### src/rtl/model_dma_pkg.sv
// Shared definitions for the model DMA path (transmit and receive sides).
package model_dma_pkg;

  localparam int AXIS_DATA_W       = 32;
  localparam int DEFAULT_FRAME_LEN = 4096;

  // One AXI4-Stream beat as seen by either side of the DMA path.
  typedef struct packed {
    logic [AXIS_DATA_W-1:0] data;
    logic                   last;
  } axis_beat_t;

  // Occupancy of the single-stage output register in front of the stream port.
  typedef enum logic {
    REG_EMPTY = 1'b0,
    REG_FULL  = 1'b1
  } out_reg_state_t;

  // Counter width that stays legal for a range of exactly one value.
  function automatic int cnt_width(input int n);
    return (n > 1) ? $clog2(n) : 1;
  endfunction

endpackage

### src/rtl/sync_fifo.sv
// Single-clock FIFO with registered full/empty flags and an occupancy count.
// The head word is visible combinationally whenever the FIFO is not empty.
module sync_fifo #(
  parameter  int DATA_W = 32,
  parameter  int DEPTH  = 64,
  localparam int AW     = $clog2(DEPTH),
  localparam int CW     = AW + 1
) (
  input  logic              clk,
  input  logic              rst_n,
  input  logic              push,
  input  logic [DATA_W-1:0] push_data,
  input  logic              pop,
  output logic [DATA_W-1:0] head,
  output logic [CW-1:0]     count,
  output logic              full,
  output logic              empty
);

  logic [DATA_W-1:0] mem [DEPTH];
  logic [AW-1:0]     wr_ptr;
  logic [AW-1:0]     rd_ptr;
  logic [CW-1:0]     count_next;
  logic              do_push;
  logic              do_pop;

  // A write into a full FIFO is ignored here; the caller flags it as overflow.
  assign do_push = push && !full;
  assign do_pop  = pop && !empty;
  assign head    = mem[rd_ptr];

  // Occupancy after this cycle's push/pop; a simultaneous pair leaves it unchanged.
  always_comb begin
    // NOTE: every signal driven here gets a default first, so no path can infer a latch.
    count_next = count;
    if (do_push && !do_pop) begin
      count_next = count + CW'(1);
    end else if (!do_push && do_pop) begin
      count_next = count - CW'(1);
    end
  end

  // Storage write port.
  // NOTE: the data array has no reset; the pointers alone define which entries are valid.
  always_ff @(posedge clk) begin
    if (do_push) begin
      mem[wr_ptr] <= push_data;
    end
  end

  // Pointers, count and flags; pointers wrap naturally because DEPTH is a power of two.
  always_ff @(posedge clk or negedge rst_n) begin
    // NOTE: state uses non-blocking assignments so every flop samples pre-edge values.
    if (!rst_n) begin
      wr_ptr <= '0;
      rd_ptr <= '0;
      count  <= '0;
      full   <= 1'b0;
      empty  <= 1'b1;
    end else begin
      if (do_push) wr_ptr <= wr_ptr + AW'(1);
      if (do_pop)  rd_ptr <= rd_ptr + AW'(1);
      count <= count_next;
      full  <= (count_next == CW'(DEPTH));
      empty <= (count_next == '0);
    end
  end

endmodule

### src/rtl/result_axis_tx.sv
// Transmit side of the model DMA path: buffers model output words in a FIFO and
// presents them on an AXI4-Stream master with tlast on the final beat of each frame.
module result_axis_tx
  import model_dma_pkg::*;
#(
  parameter int DATA_W       = AXIS_DATA_W,
  parameter int FIFO_DEPTH   = 64,
  parameter int FRAME_LEN    = DEFAULT_FRAME_LEN,
  parameter int AFULL_MARGIN = 8
) (
  input  logic                        clk,
  input  logic                        rst_n,
  input  logic [DATA_W-1:0]           in_data,
  input  logic                        in_valid,
  output logic                        in_stall,
  output logic [DATA_W-1:0]           m_axis_tdata,
  output logic                        m_axis_tvalid,
  input  logic                        m_axis_tready,
  output logic                        m_axis_tlast,
  output logic                        frame_done,
  output logic                        overflow,
  input  logic                        clear_overflow,
  output logic [$clog2(FIFO_DEPTH):0] fifo_count
);

  localparam int CW = $clog2(FIFO_DEPTH) + 1;
  localparam int BW = cnt_width(FRAME_LEN);
  localparam logic [CW-1:0] AFULL_LEVEL = CW'(FIFO_DEPTH - AFULL_MARGIN);
  localparam logic [BW-1:0] LAST_BEAT   = BW'(FRAME_LEN - 1);

  logic [DATA_W-1:0] fifo_head;
  logic              fifo_full;
  logic              fifo_empty;
  out_reg_state_t    state;
  out_reg_state_t    state_next;
  logic              load;
  logic              handshake;
  logic [BW-1:0]     beat_cnt;
  logic              at_last;

  sync_fifo #(
    .DATA_W (DATA_W),
    .DEPTH  (FIFO_DEPTH)
  ) u_fifo (
    .clk       (clk),
    .rst_n     (rst_n),
    .push      (in_valid),
    .push_data (in_data),
    .pop       (load),
    .head      (fifo_head),
    .count     (fifo_count),
    .full      (fifo_full),
    .empty     (fifo_empty)
  );

  // tvalid comes straight from the register state, never from tready.
  assign m_axis_tvalid = (state == REG_FULL);
  assign handshake     = m_axis_tvalid && m_axis_tready;
  assign at_last       = (beat_cnt == LAST_BEAT);
  // The beat counter only moves on a handshake, so tlast is stable while stalled.
  assign m_axis_tlast  = m_axis_tvalid && at_last;

  // Output register occupancy.
  always_ff @(posedge clk or negedge rst_n) begin
    if (!rst_n) state <= REG_EMPTY;
    else        state <= state_next;
  end

  // Refill from the FIFO head when empty or when the current beat is accepted.
  always_comb begin
    state_next = state;
    load       = 1'b0;
    case (state)
      REG_EMPTY: begin
        if (!fifo_empty) begin
          load       = 1'b1;
          state_next = REG_FULL;
        end
      end
      REG_FULL: begin
        if (m_axis_tready) begin
          if (!fifo_empty) load = 1'b1;
          else             state_next = REG_EMPTY;
        end
      end
      default: state_next = REG_EMPTY;
    endcase
  end

  // Output data register.
  always_ff @(posedge clk or negedge rst_n) begin
    if (!rst_n)    m_axis_tdata <= '0;
    else if (load) m_axis_tdata <= fifo_head;
  end

  // Beat position within the frame of the word held in the output register.
  always_ff @(posedge clk or negedge rst_n) begin
    if (!rst_n) begin
      beat_cnt <= '0;
    end else if (handshake) begin
      beat_cnt <= at_last ? '0 : beat_cnt + BW'(1);
    end
  end

  // One-cycle pulse following the handshake that carried tlast.
  always_ff @(posedge clk or negedge rst_n) begin
    if (!rst_n) frame_done <= 1'b0;
    else        frame_done <= handshake && at_last;
  end

  // Almost-full throttle; the margin covers words still draining from the model.
  always_ff @(posedge clk or negedge rst_n) begin
    if (!rst_n) in_stall <= 1'b0;
    else        in_stall <= (fifo_count >= AFULL_LEVEL);
  end

  // Sticky overflow; a new dropped word takes priority over a clear.
  always_ff @(posedge clk or negedge rst_n) begin
    if (!rst_n)                      overflow <= 1'b0;
    else if (in_valid && fifo_full)  overflow <= 1'b1;
    else if (clear_overflow)         overflow <= 1'b0;
  end

endmodule

### config.mk
export PLATFORM = sky130hd
export DESIGN_NAME = result_axis_tx
export DESIGN_NICKNAME = d
export VERILOG_FILES = /design/src/rtl/model_dma_pkg.sv /design/src/rtl/sync_fifo.sv /design/src/rtl/result_axis_tx.sv
export SDC_FILE = /design/constraint.sdc
export NUM_CORES = 2
export LEC_CHECK = 0
export ABC_AREA = 0
export CORE_MARGIN = 2
export CORE_UTILIZATION = 60
export DETAILED_ROUTE_END_ITERATION = 12
export PLACE_DENSITY = 0.78
export REMOVE_ABC_BUFFERS = 1
export SLEW_MARGIN = 15
export SYNTH_ARGS = -nofsm -noshare
export SYNTH_HDL_FRONTEND = slang
export SYNTH_SLANG_ARGS = --single-unit
### constraint.sdc
create_clock -name clk -period 14.8 [get_ports clk]
set_input_delay 2.96 -clock clk [delete_from_list [all_inputs] [get_ports clk]]
set_output_delay 2.96 -clock clk [all_outputs]
set_load 0.01 [all_outputs]
Word level (Yosys, flattened, before mapping)
Memory sizes are Yosys's and may differ from the RTL's. A register that Yosys moved wholly into a read port is not among the register bits. Index checks and enable logic that the tools add are counted.

Flip-flop bits (word level): 37. RAM bits: 2048. Bits of input ports: 37. Output and inout bits: 44. Word-level logic and storage cells: 47. Memories kept: 1.

Memory list: u_fifo.mem (words 64, width 32, rd ports 1, clocked after memory_dff 1, wr ports 1, RTL line sync_fifo.sv:20) `logic [DATA_W-1:0] mem [DEPTH];`.

$add $sub $neg: 5. $lt $le $gt $ge: 1. Equality and inequality tests: 2. Muxes and demuxes: 12. Bitwise logic cells: 1. Reduce and logical (&&, ||, !) cells: 15.

Operators with widths (count): 2-to-1 mux 7 bit (2); adder 12 x 1 -> 12 bit (second input constant) (1); adder 6 x 1 -> 6 bit (second input constant) (2); == test 12 bit (second input constant) (1); 2-to-1 mux 12 bit (1); logical AND 1 bit (8); adder 7 x 1 -> 7 bit (second input constant) (1); == test 7 bit (second input constant) (1); greater-or-equal comparator 7 x 6 -> 1 bit (second input constant) (1); zero test 7 bit (1); 2-to-1 mux 1 bit (7); subtractor 7 x 1 -> 7 bit (second input constant) (1); zero test 1 bit (5); one-hot mux 1 bit (2 select lines) (2); nonzero test 2 bit (1); inverter 1 bit (1).

Logic depth before layout (Yosys ltp)
Depth in word-level cells: 8. Mapped depth: 12. Gate-level depth less buffers: 7.

Cells and area by module
A second synthesis with hierarchy kept.

Cell total of the unflattened synthesis: 3749. Area total of the unflattened synthesis: 81515.7 µm².

Modules (own cells, without submodules): sync_fifo (instances 1, cells each 3606, area an instance 79563.8 µm²); result_axis_tx (instances 1, cells each 143, area an instance 1951.9 µm²).

Least setup slack after synthesis
Ideal clock, no wire load.

Path kind: in2reg. Start point: input port in_valid. End point: memory u_fifo.mem[40][0], enable pin. Library setup time: 0.503 ns. Arrival: 6.828 ns. Required time: 14.297 ns. Path slack: 7.470 ns. Stages on the path: 4. Buffers on the path: 1. Cell sequence: nor2b_1 > clkbuf_1 > nand4b_1 > nor4_1.

Word-level cells in the longest chain between the ends: 3.

RTL lines: start, declared (RTL line result_axis_tx.sv:14) `input logic in_valid,`; logical AND 1 bit (RTL line sync_fifo.sv:28) `assign do_push = push && !full;`; 2-to-1 mux 1 bit (RTL line sync_fifo.sv:46) `if (do_push) begin`; 2-to-1 mux 1 bit (not written as such) (RTL line sync_fifo.sv:47) `mem[wr_ptr] <= push_data;`; end, declared (RTL line sync_fifo.sv:20).

No other way between the ends.

Worst setup path after layout
Start point: input port in_valid. End point: memory u_fifo.mem[34][29], enable pin.

Same word-level chain as after synthesis.

==> metrics.csv <==
metric;value;unit
status;complete, no violations;
final setup vio count;0;
CP peak stage delay;1.33;ns
Gate Count Post-Synth;3794;
Avg WL per Cell;36.13;µm
register area share after synthesis;77.49;%
Leak Pwr;28.61;nW
most frequently used flop master after synthesis;edfxtp_1;
GP Congestion;0.9605;
DP Wirelength;117.4;mm
combinational share of power;29.1;%
Placement Cell Area;84310;µm²
ys async rst share;3.259;%
M3 GR Usage;7.834;%
Via Count;41290;
Max-cap violations;0;
Power Internal;11.52;mW
Port Buf Inserts;80;
CP max FO;32;
Design Power;17.15;mW
Synth area leaders;edfxtp_1 75%, mux4_2 12%, mux2i_1 3.7%;
share of layout cells above drive strength 1;22.13;%
CTS Hold Bufs;0;
clk root buf;clkbuf_16;
row count;135;
Global Route Usage Sum;30.63;%
Starting DRT DRC Count;7194;
share of the synthesized area in the top cell type;75.37;%
Via density;7.038;
post-synth cell types;63;
PD cells;189.4;nW/µm²
most frequent cells after synthesis;2048 x edfxtp_1, 421 x mux4_2, 301 x mux2i_1, 121 x nor2_1, 82 x clkbuf_1;
Synth area leader;edfxtp_1;
Final Util;66.91;%
Routed Antenna Nets;0;
Max Slew Vio Count;0;
Cell Chain, Critical Path;clkdlybuf4s50_1 > nor2b_1 > buf_4 > nand3_1 > nor2_4;
Post-Layout Cell Count;5867;
first-pass GRT wire length;298.7;mm
#FFs+latches synth;2117;
Core Area;135300;µm²
pin count of the biggest net entering global routing;107;
CP Launch Type;input port;
Cell Area, Synth;81590;µm²
min Tclk post-route;5.771;ns
CP max-delay cell;nor2_4;
grt met2 use;45.63;%
Clock power frac;28.6;%
Bufs on Longest Clock Path;3;
GRT overflow;0;
DIE WIDTH;372.8;µm
Final Hold Violating Endpoints;0;
relative max-transition margin;10.52;%
Layout Area Growth over Synthesis;10.94;%
Inserted Clock Buffers;196;
RSZ-0062 raised after global routing;false;
final WL;212.0;mm
Fillers;8086;
Initial Util;60.31;%
vias in the first global route;40010;
critical path type;input port to flop;
VDD IR max;182.5;µV
P_sw;5.627;mW
clk sinks;2117;
post-route cell area;90520;µm²
global route hottest layer;met2;
CTS tree;yes;
register clock-pin slew on the reported worst setup and hold paths;0.06;ns
CP top delay family;simple AND/OR/NAND/NOR gates;
share of power burned in registers;42.3;%
clk_skew;0.03115;ns
count leader, synth;edfxtp_1;
r2r setup slk;9.35;ns
CTS H-tree depth;4;
WP data arrival;6.19;ns
die height;372.8;µm
HP Class;flop to flop;
Die ar.;139000;µm²
Req. time, crit path;15.22;ns
initial antenna violation count;16;
maximum clock frequency;173.3;MHz
critical path endpoint category;flop;
DRC viols;0;
NumNets Final;3969;
yosys warns;0;
number of synthesized flops with an enable pin;2048;
Buf/Inv on CP;2;
first-pass iteration count of the detailed router;8;
mean post-synth cell area;21.51;µm²
Inst Count DP;5507;
post-cts sizing count;0;
setup repair bufs after CTS;0;
met1 usage;43.94;%
Worst-Margin Slew;1.338;ns
Switching Fraction;32.82;%
# IOs;81;
Skew-Pair Late Insertion Delay;0.84;ns
ratio of final minimum period to clock period;39.00;%
hold slack final;0.4982;ns
-- kinds of logic (layout without fill, tap and decap cells) --
logic type,Yosys count,in the layout,synth area share (%)
other cells,0,6,0
xor+xnor,24,24,0.2576
fa+ha+maj,5,5,0.07667
mux,737,737,15.52
simple gates,299,299,1.670
compound gates,382,382,3.317
buf+inv,230,516,1.668
flops,2117,2117,77.49
-- sequential cells by signal, summed over array words and instances, names as in the netlist --
| name | cells |
|---|---|
| u_fifo.full | 1 |
| m_axis_tdata | 32 |
| u_fifo.rd_ptr | 6 |
| in_stall | 1 |
| m_axis_tvalid | 1 |
| u_fifo.wr_ptr | 6 |
| beat_cnt | 12 |
| frame_done | 1 |
| u_fifo.count | 7 |
| overflow | 1 |
| u_fifo.empty | 1 |
| u_fifo.mem | 2048 |
-- cell usage in the layout, fill, tap and decap left out, types with 47 or more instances in the layout --
cell             synthesis  layout
a21oi_1                 75      75
buf_4                   38      80
clkbuf_1                82      51
clkbuf_16                0     198
clkdlybuf4s50_1          0      47
dfrtp_1                 68      63
edfxtp_1              2048    2048
mux2i_1                301     301
mux4_2                 421     421
nand2_1                 75      74
nor2_1                 121      59
nor2_4                   0      62
o21ai_0                 58      58
-- power groups by stage --
stage,Combinational [mW],Clock (mW),Sequential (mW)
floorplan,4.23,0,7.70
finish,4.98,4.90,7.26
global placement,4.80,0,7.34
detailed placement,4.85,0,7.36
CTS,4.91,4.93,7.24
global route,5.13,5.14,7.27
-- metrics by stage --
step	setup TNS, ns	setup WS [ns]
3_5_place_dp	0	8.394
4_1_cts	0	9.040
5_1_grt	0	8.998
2_1_floorplan	-220.34	-7.671
6_report	0	9.029
3_3_place_gp	0	8.371
-- final timing paths --
path	startpoint	endpoint	cells past startpoint
worst max-delay path	in_valid	u_fifo.mem[34][29]$_DFFE_PP_	5
worst min-delay path	u_fifo.empty$_DFF_PN1_	m_axis_tvalid$_DFF_PN0_	1
worst max register to register	u_fifo.rd_ptr[1]$_DFFE_PN0P_	m_axis_tdata[5]$_DFFE_PN0N_	9
worst min register to register	u_fifo.empty$_DFF_PN1_	m_axis_tvalid$_DFF_PN0_	1
max in group asynchronous	rst_n	u_fifo.rd_ptr[3]$_DFFE_PN0P_	1
min in group asynchronous	rst_n	beat_cnt[4]$_DFFE_PN0P_	1
-- per-layer routing --
layer / vias up / wire length [µm]
met2: 3002 / 97700
met5: - / 62
met3: 450 / 28260
met4: 10 / 9874
met1: 21640 / 76060
li1: 16190 / -
-- cell type report --
cell class / count / area, µm² / share of cell area (%)
inverters: 9 / 33.78 / 0.03732
repair buffers: 156 / 1336 / 1.476
multi-input cells: 1447 / 17550 / 19.39
well taps: 1781 / 2228 / 2.462
clock buffers: 252 / 5187 / 5.731
diodes: 6 / 15.01 / 0.01659
clock inverters: 99 / 925.9 / 1.023
flip-flops and latches: 2117 / 63250 / 69.87
(Power assumes the default switching activity.)
